`config.mk`:
```
export PLATFORM = sky130hd
export DESIGN_NAME = ch9350_led_tx
export DESIGN_NICKNAME = d
export VERILOG_FILES = /design/src/rtl/ch9350_led_tx.sv
export SDC_FILE = /design/constraint.sdc
export NUM_CORES = 1
export LEC_CHECK = 0
export BUFFER_PORTS_ARGS = -buffer_cell sky130_fd_sc_hd__buf_2
export CORE_MARGIN = 2
export CORE_UTILIZATION = 45
export DETAILED_ROUTE_END_ITERATION = 6
export PLACE_DENSITY_LB_ADDON = 0.08
export SLEW_MARGIN = 20
export SYNTH_ARGS = -nofsm -noshare
export SYNTH_HDL_FRONTEND = slang
export SYNTH_SLANG_ARGS = --single-unit
```
`constraint.sdc`:
```
create_clock -name i_clk -period 2 [get_ports i_clk]
set_input_delay 0.3 -clock i_clk [delete_from_list [all_inputs] [get_ports i_clk]]
set_output_delay 0.3 -clock i_clk [all_outputs]
set_load 0.01 [all_outputs]
```
`src/rtl/ch9350_led_tx.sv`:
```
`default_nettype none
// ============================================================================
//  Module   : ch9350_led_tx
//  Purpose  : Host-to-keyboard LED status frame transmitter for the CH9350 link.
//             Streams a 5-byte lock-LED frame over a valid/ready byte channel.
//  Revision : 1.0 - initial release
// ============================================================================
module ch9350_led_tx #(
    parameter int unsigned REFRESH_CYCLES = 12_000_000,
    parameter logic [7:0]  HDR0           = 8'h57,
    parameter logic [7:0]  HDR1           = 8'hAB,
    parameter logic [7:0]  CMD            = 8'h12
) (
    input  logic       i_clk,
    input  logic       i_rst_n,
    input  logic [2:0] i_leds,
    input  logic       i_update,
    input  logic       i_data_ready,
    output logic       o_data_valid,
    output logic [7:0] o_data,
    output logic       o_busy
);

    localparam int unsigned          c_CNT_W   = $clog2(REFRESH_CYCLES);
    localparam logic [c_CNT_W-1:0]   c_CNT_MAX = c_CNT_W'(REFRESH_CYCLES - 1);
    localparam logic [c_CNT_W-1:0]   c_CNT_ONE = c_CNT_W'(1);
    localparam logic [2:0]           c_LAST_IDX = 3'd4;

    typedef enum logic [0:0] {
        S_IDLE = 1'b0,
        S_SEND = 1'b1
    } state_t;

    state_t               r_state;
    logic [2:0]           r_snapshot;
    logic [2:0]           r_idx;
    logic [c_CNT_W-1:0]   r_counter;
    logic                 r_pending;

    logic [7:0]           w_level;
    logic [7:0]           w_chk;
    logic [2:0]           w_next_idx;
    logic [7:0]           w_next_byte;
    logic                 w_trigger;
    logic                 w_accept;

    // Frame payload is derived from the snapshot, which is frozen while sending.
    assign w_level    = {5'b0, r_snapshot};
    assign w_chk      = CMD + w_level;
    assign w_next_idx = r_idx + 3'd1;
    assign w_accept   = o_data_valid & i_data_ready;
    assign w_trigger  = r_pending | i_update | (i_leds != r_snapshot) |
                        (r_counter == c_CNT_MAX);

    always_comb begin
        w_next_byte = HDR0;
        case (w_next_idx)
            3'd1:    w_next_byte = HDR1;
            3'd2:    w_next_byte = CMD;
            3'd3:    w_next_byte = w_level;
            3'd4:    w_next_byte = w_chk;
            default: w_next_byte = HDR0;
        endcase
    end

    always_ff @(posedge i_clk or negedge i_rst_n) begin
        if (!i_rst_n) begin
            r_state      <= S_IDLE;
            r_snapshot   <= 3'b000;
            r_idx        <= 3'd0;
            r_counter    <= '0;
            r_pending    <= 1'b1;
            o_data_valid <= 1'b0;
            o_data       <= 8'h00;
            o_busy       <= 1'b0;
        end else begin
            case (r_state)
                S_IDLE: begin
                    if (w_trigger) begin
                        r_snapshot   <= i_leds;
                        r_pending    <= 1'b0;
                        r_idx        <= 3'd0;
                        r_counter    <= '0;
                        r_state      <= S_SEND;
                        o_data_valid <= 1'b1;
                        o_data       <= HDR0;
                        o_busy       <= 1'b1;
                    end else begin
                        r_counter <= r_counter + c_CNT_ONE;
                    end
                end
                S_SEND: begin
                    // A request arriving mid-frame is remembered, not dropped.
                    if (i_update) begin
                        r_pending <= 1'b1;
                    end
                    if (w_accept) begin
                        if (r_idx == c_LAST_IDX) begin
                            r_state      <= S_IDLE;
                            r_idx        <= 3'd0;
                            o_data_valid <= 1'b0;
                            o_data       <= 8'h00;
                            o_busy       <= 1'b0;
                        end else begin
                            r_idx  <= w_next_idx;
                            o_data <= w_next_byte;
                        end
                    end
                end
                default: begin
                    r_state <= S_IDLE;
                end
            endcase
        end
    end

endmodule
`default_nettype wire

```
==> impl_metrics.csv <==
group,metric,value,unit
sta,setup_slack,75.72,ps
logic_synthesis,synth.distinct_cells,51,
final_layout,final_util,55.68,%
final_layout,fin_area,2648,um^2
final_layout,nFillCells,429,
critical_path,crit_slowest_cell,"dfrtp_1",
clock_network,clock_sinks,40,
detailed_routing,drtPass1Iterations,4,
power_and_ir_drop,power_frac_seq,40.8,%
critical_path,crit_path_end,"r_counter[13]",
critical_path,cp_max_fo,8,
sta,post-route-period-util,96.21,%
critical_path,path_buf_inv,2,
power_and_ir_drop,clockPowerShare,26.5,%
die,die-area,5525,um^2
critical_path,cp.depth,6,
detailed_routing,drtIter0Drc,105,
final_layout,num-nets-final,270,
sta,fin_tns_setup,0,ps
logic_synthesis,yosys_warnings,0,
detailed_routing,drt-met1-wl,2244,um
clock_network,cts_tree,"built",
place,dpl_worst_slack,94.04,ps
critical_path,r2r_cells,6,
global_route,grt_first_pass_wirelength,8286,um
logic_synthesis,yosys.area.top_type,"dfrtp_1",
critical_path,cp-startpoint,"r_counter[10]",
die,core-area,4755,um^2
clock_network,cts_root_buffer,"clkbuf_8",
logic_synthesis,synthTopCellsByArea,"dfrtp_1 (44%), xor2_1 (4.7%), ha_1 (3.9%)",
detailed_routing,met2_length,2390,um
sta,max_freq,519.7,MHz
clock_network,htreeDepth,2,
detailed_routing,vias_per_cell,5.497,
global_route,grt_max_degree,34,
critical_path,path_class,"reg2reg",
critical_path,r2r_setup_slack,80,ps
critical_path,cpLargestDelayFamily,"simple AND/OR/NAND/NOR gates",
logic_synthesis,ys.flop_type,"dfrtp_1",
power_and_ir_drop,vdd_ir_drop_max,828.4,uV
global_route,grt_overflow,0,
die,start_util,46.82,%
place,portBuffers,16,
logic_synthesis,netlist_instances,226,
logic_synthesis,synth_fp_nets,240,
sta,hold_violations,0,
logic_synthesis,synth_area,2226,um^2
detailed_routing,drt_wl_total,4859,um
final_layout,area_growth,18.94,%
final_layout,layout-drive-gt1-share,23.35,%
detailed_routing,top_layer,"met4",
worst_hold_path,hold_class,"in2async",
sta,finalCriticalPeriod,1924,ps
critical_path,path_cells,"or3_1 > or2_2 > o32ai_4 > buf_6 > buf_4 > nor2_1",
detailed_routing,dr_wl_met3,175,um
place,dpl.hpwl,3533,um
run,cap_violations,0,
power_and_ir_drop,p_sw_share,34.11,%
power_and_ir_drop,power_switching,0.0009383,W
logic_synthesis,ys_ff_latch,40,
power_and_ir_drop,p_leak,1.140,nW
power_and_ir_drop,comb_power_share,32.7,%
sta,setup_violations,0,
place,placed_area,2490,um^2
critical_path,r2r_start,"r_counter[10]",
sta,relSlewSlack,50.03,%
sta,hold_slack,65.57,ps
global_route,grt_pass1_vias,1683,
sta,tightest_slew,749.6,ps
clock_network,hold_buffers,0,
logic_synthesis,synthArstFlopShare,100.0,%
die,die_h,74.33,um
power_and_ir_drop,p_int,0.001813,W
critical_path,endpoint_kind,"flip-flop",
die,die_w,74.33,um
clock_network,ctsLongestPathBuffers,2,
die,pin_count,17,
logic_synthesis,synth_edf_count,0,
power_and_ir_drop,pwr_density_cell,1039,nW/um^2
final_layout,diodes,0,
logic_synthesis,synth_top_area_share,43.84,%
clock_network,cts_buffers,5,
sta,final_max_slew_viol_count,0,
detailed_routing,drc,0,
global_route,grt.total_usage,19.91,%
critical_path,critical_path_required,2190,ps
critical_path,worstSetupStartpointType,"flip-flop",
die,row_count,25,
critical_path,timing.rr.end,"r_counter[13]",
clock_network,clk_latency,290,ps
logic_synthesis,syn-mean-instance-area,9.849,um^2
detailed_routing,ant_nets,0,
critical_path,worst_path_largest_cell_delay,420,ps
sta,finalClockSkew,3.453,ps
detailed_routing,wl_per_cell,15.00,um
place,gp_congestion,0.8531,
detailed_routing,via_count,1781,
outcome,status,"completed",
global_route,antenna_found_initial,0,
clock_network,clk_pin_slew,80,ps
critical_path,arrival,2110,ps
logic_synthesis,yosysSeqAreaShare,45.03,%
==> power groups by stage <==
stage	sequential [W]	combinational (W)	clock, W
after global placement	0.00113	0.000867	0
final	0.00112	0.000900	0.000729
after floorplan	0.00114	0.000601	0
after CTS	0.00112	0.000880	0.000744
after global routing	0.00115	0.00100	0.000784
after detailed placement	0.00113	0.000874	0
==> metal layers <==
metal  vias to the layer above  GRT usage (%)
met3                         8          4.065
li1                        893              -
met4                         0          6.151
met5                         -              0
met2                        32          33.93
met1                       848          25.67
==> worst reg2reg max path, delay by kind of cell (launching register included) <==
family / cells / cell delay [ps]
buf+inv: 2 / 310
compound gates: 1 / 330
flops: 1 / 420
simple gates: 3 / 770
==> worst min path at each step <==
stage,to,from,slack (ps)
6_report,r_counter[18],i_rst_n,70
5_1_grt,r_counter[18],i_rst_n,140
4_1_cts,r_counter[18],i_rst_n,90
3_5_place_dp,r_counter[18],i_rst_n,410
3_3_place_gp,r_counter[18],i_rst_n,420
2_1_floorplan,o_busy,i_rst_n,4
==> kinds of logic after synthesis <==
family                   count (synthesis)  share of synthesized area [%]
AND/OR/NAND/NOR                         94                          24.45
multiplexers                             4                          1.967
XOR/XNOR                                17                          6.689
AO/OA/AOI/OAI                           48                          14.62
flip-flops                              40                          45.03
adder cells (fa/ha/maj)                  7                          3.935
buffers and inverters                   16                          3.316
==> Yosys cell counts (all sizes together) (2+ instances only) <==
master and number:
dfrtp 39, nand4 11, nand2 16, o31a 3, and2 2, nand3b 2
and4b 2, nand3 6, nand2b 2, o22a 2, or4 5, nor2b 3
or2 3, o22ai 2, a21oi 10, xor2 12, nor3 3, buf 6
or3 4, nand4b 3, mux2 3, and4 3, xnor2 5, clkbuf 6
and3b 2, and3 4, inv 4, nor4 3, o211ai 4, ha 7
o31ai 6, o21ai 13, nor2 18
==> cell type report <==
cell class | count | area [um^2] | share of cell area [%]
Timing Repair Buffer | 35 | 239.0 | 9.026
Clock buffer | 7 | 96.34 | 3.639
Inverter | 4 | 15.01 | 0.5671
Tap cell | 67 | 83.83 | 3.166
Sequential cell | 40 | 1003 | 37.90
Clock inverter | 1 | 30.03 | 1.134
Multi-Input combinational cell | 170 | 1180 | 44.57
==> metrics by stage <==
step	std cells	total power [W]
2_1_floorplan	226	0.001738
3_3_place_gp	315	0.001997
3_5_place_dp	315	0.002009
4_1_cts	323	0.002744
5_1_grt	324	0.002934
6_report	324	0.002751
==> repair_timing <==
action                                  in CTS  in global routing
setup buffers                                0                  1
gates resized for setup                      0                  5
endpoints found under the hold margin        0                  0
endpoints found under the setup margin       0                  3
==> cell usage in the layout (no fill, tap or decap), drive strengths merged, types with 4 or more instances in the layout <==
cell type   n
clkbuf      7
xnor2       5
a21oi      10
or4         5
o21ai      13
dfrtp      39
inv         4
nand3       6
o31ai       6
nand2      16
or3         4
nand4      11
and3        4
buf        35
xor2       12
nor2       18
ha          7
o211ai      4
==> registers in the layout, summed over array words and instances (netlist names) <==
register,count
r_pending,1
o_busy,1
r_counter,24
r_idx,3
o_data,7
r_state,1
r_snapshot,3
(Power assumes the default switching activity.)
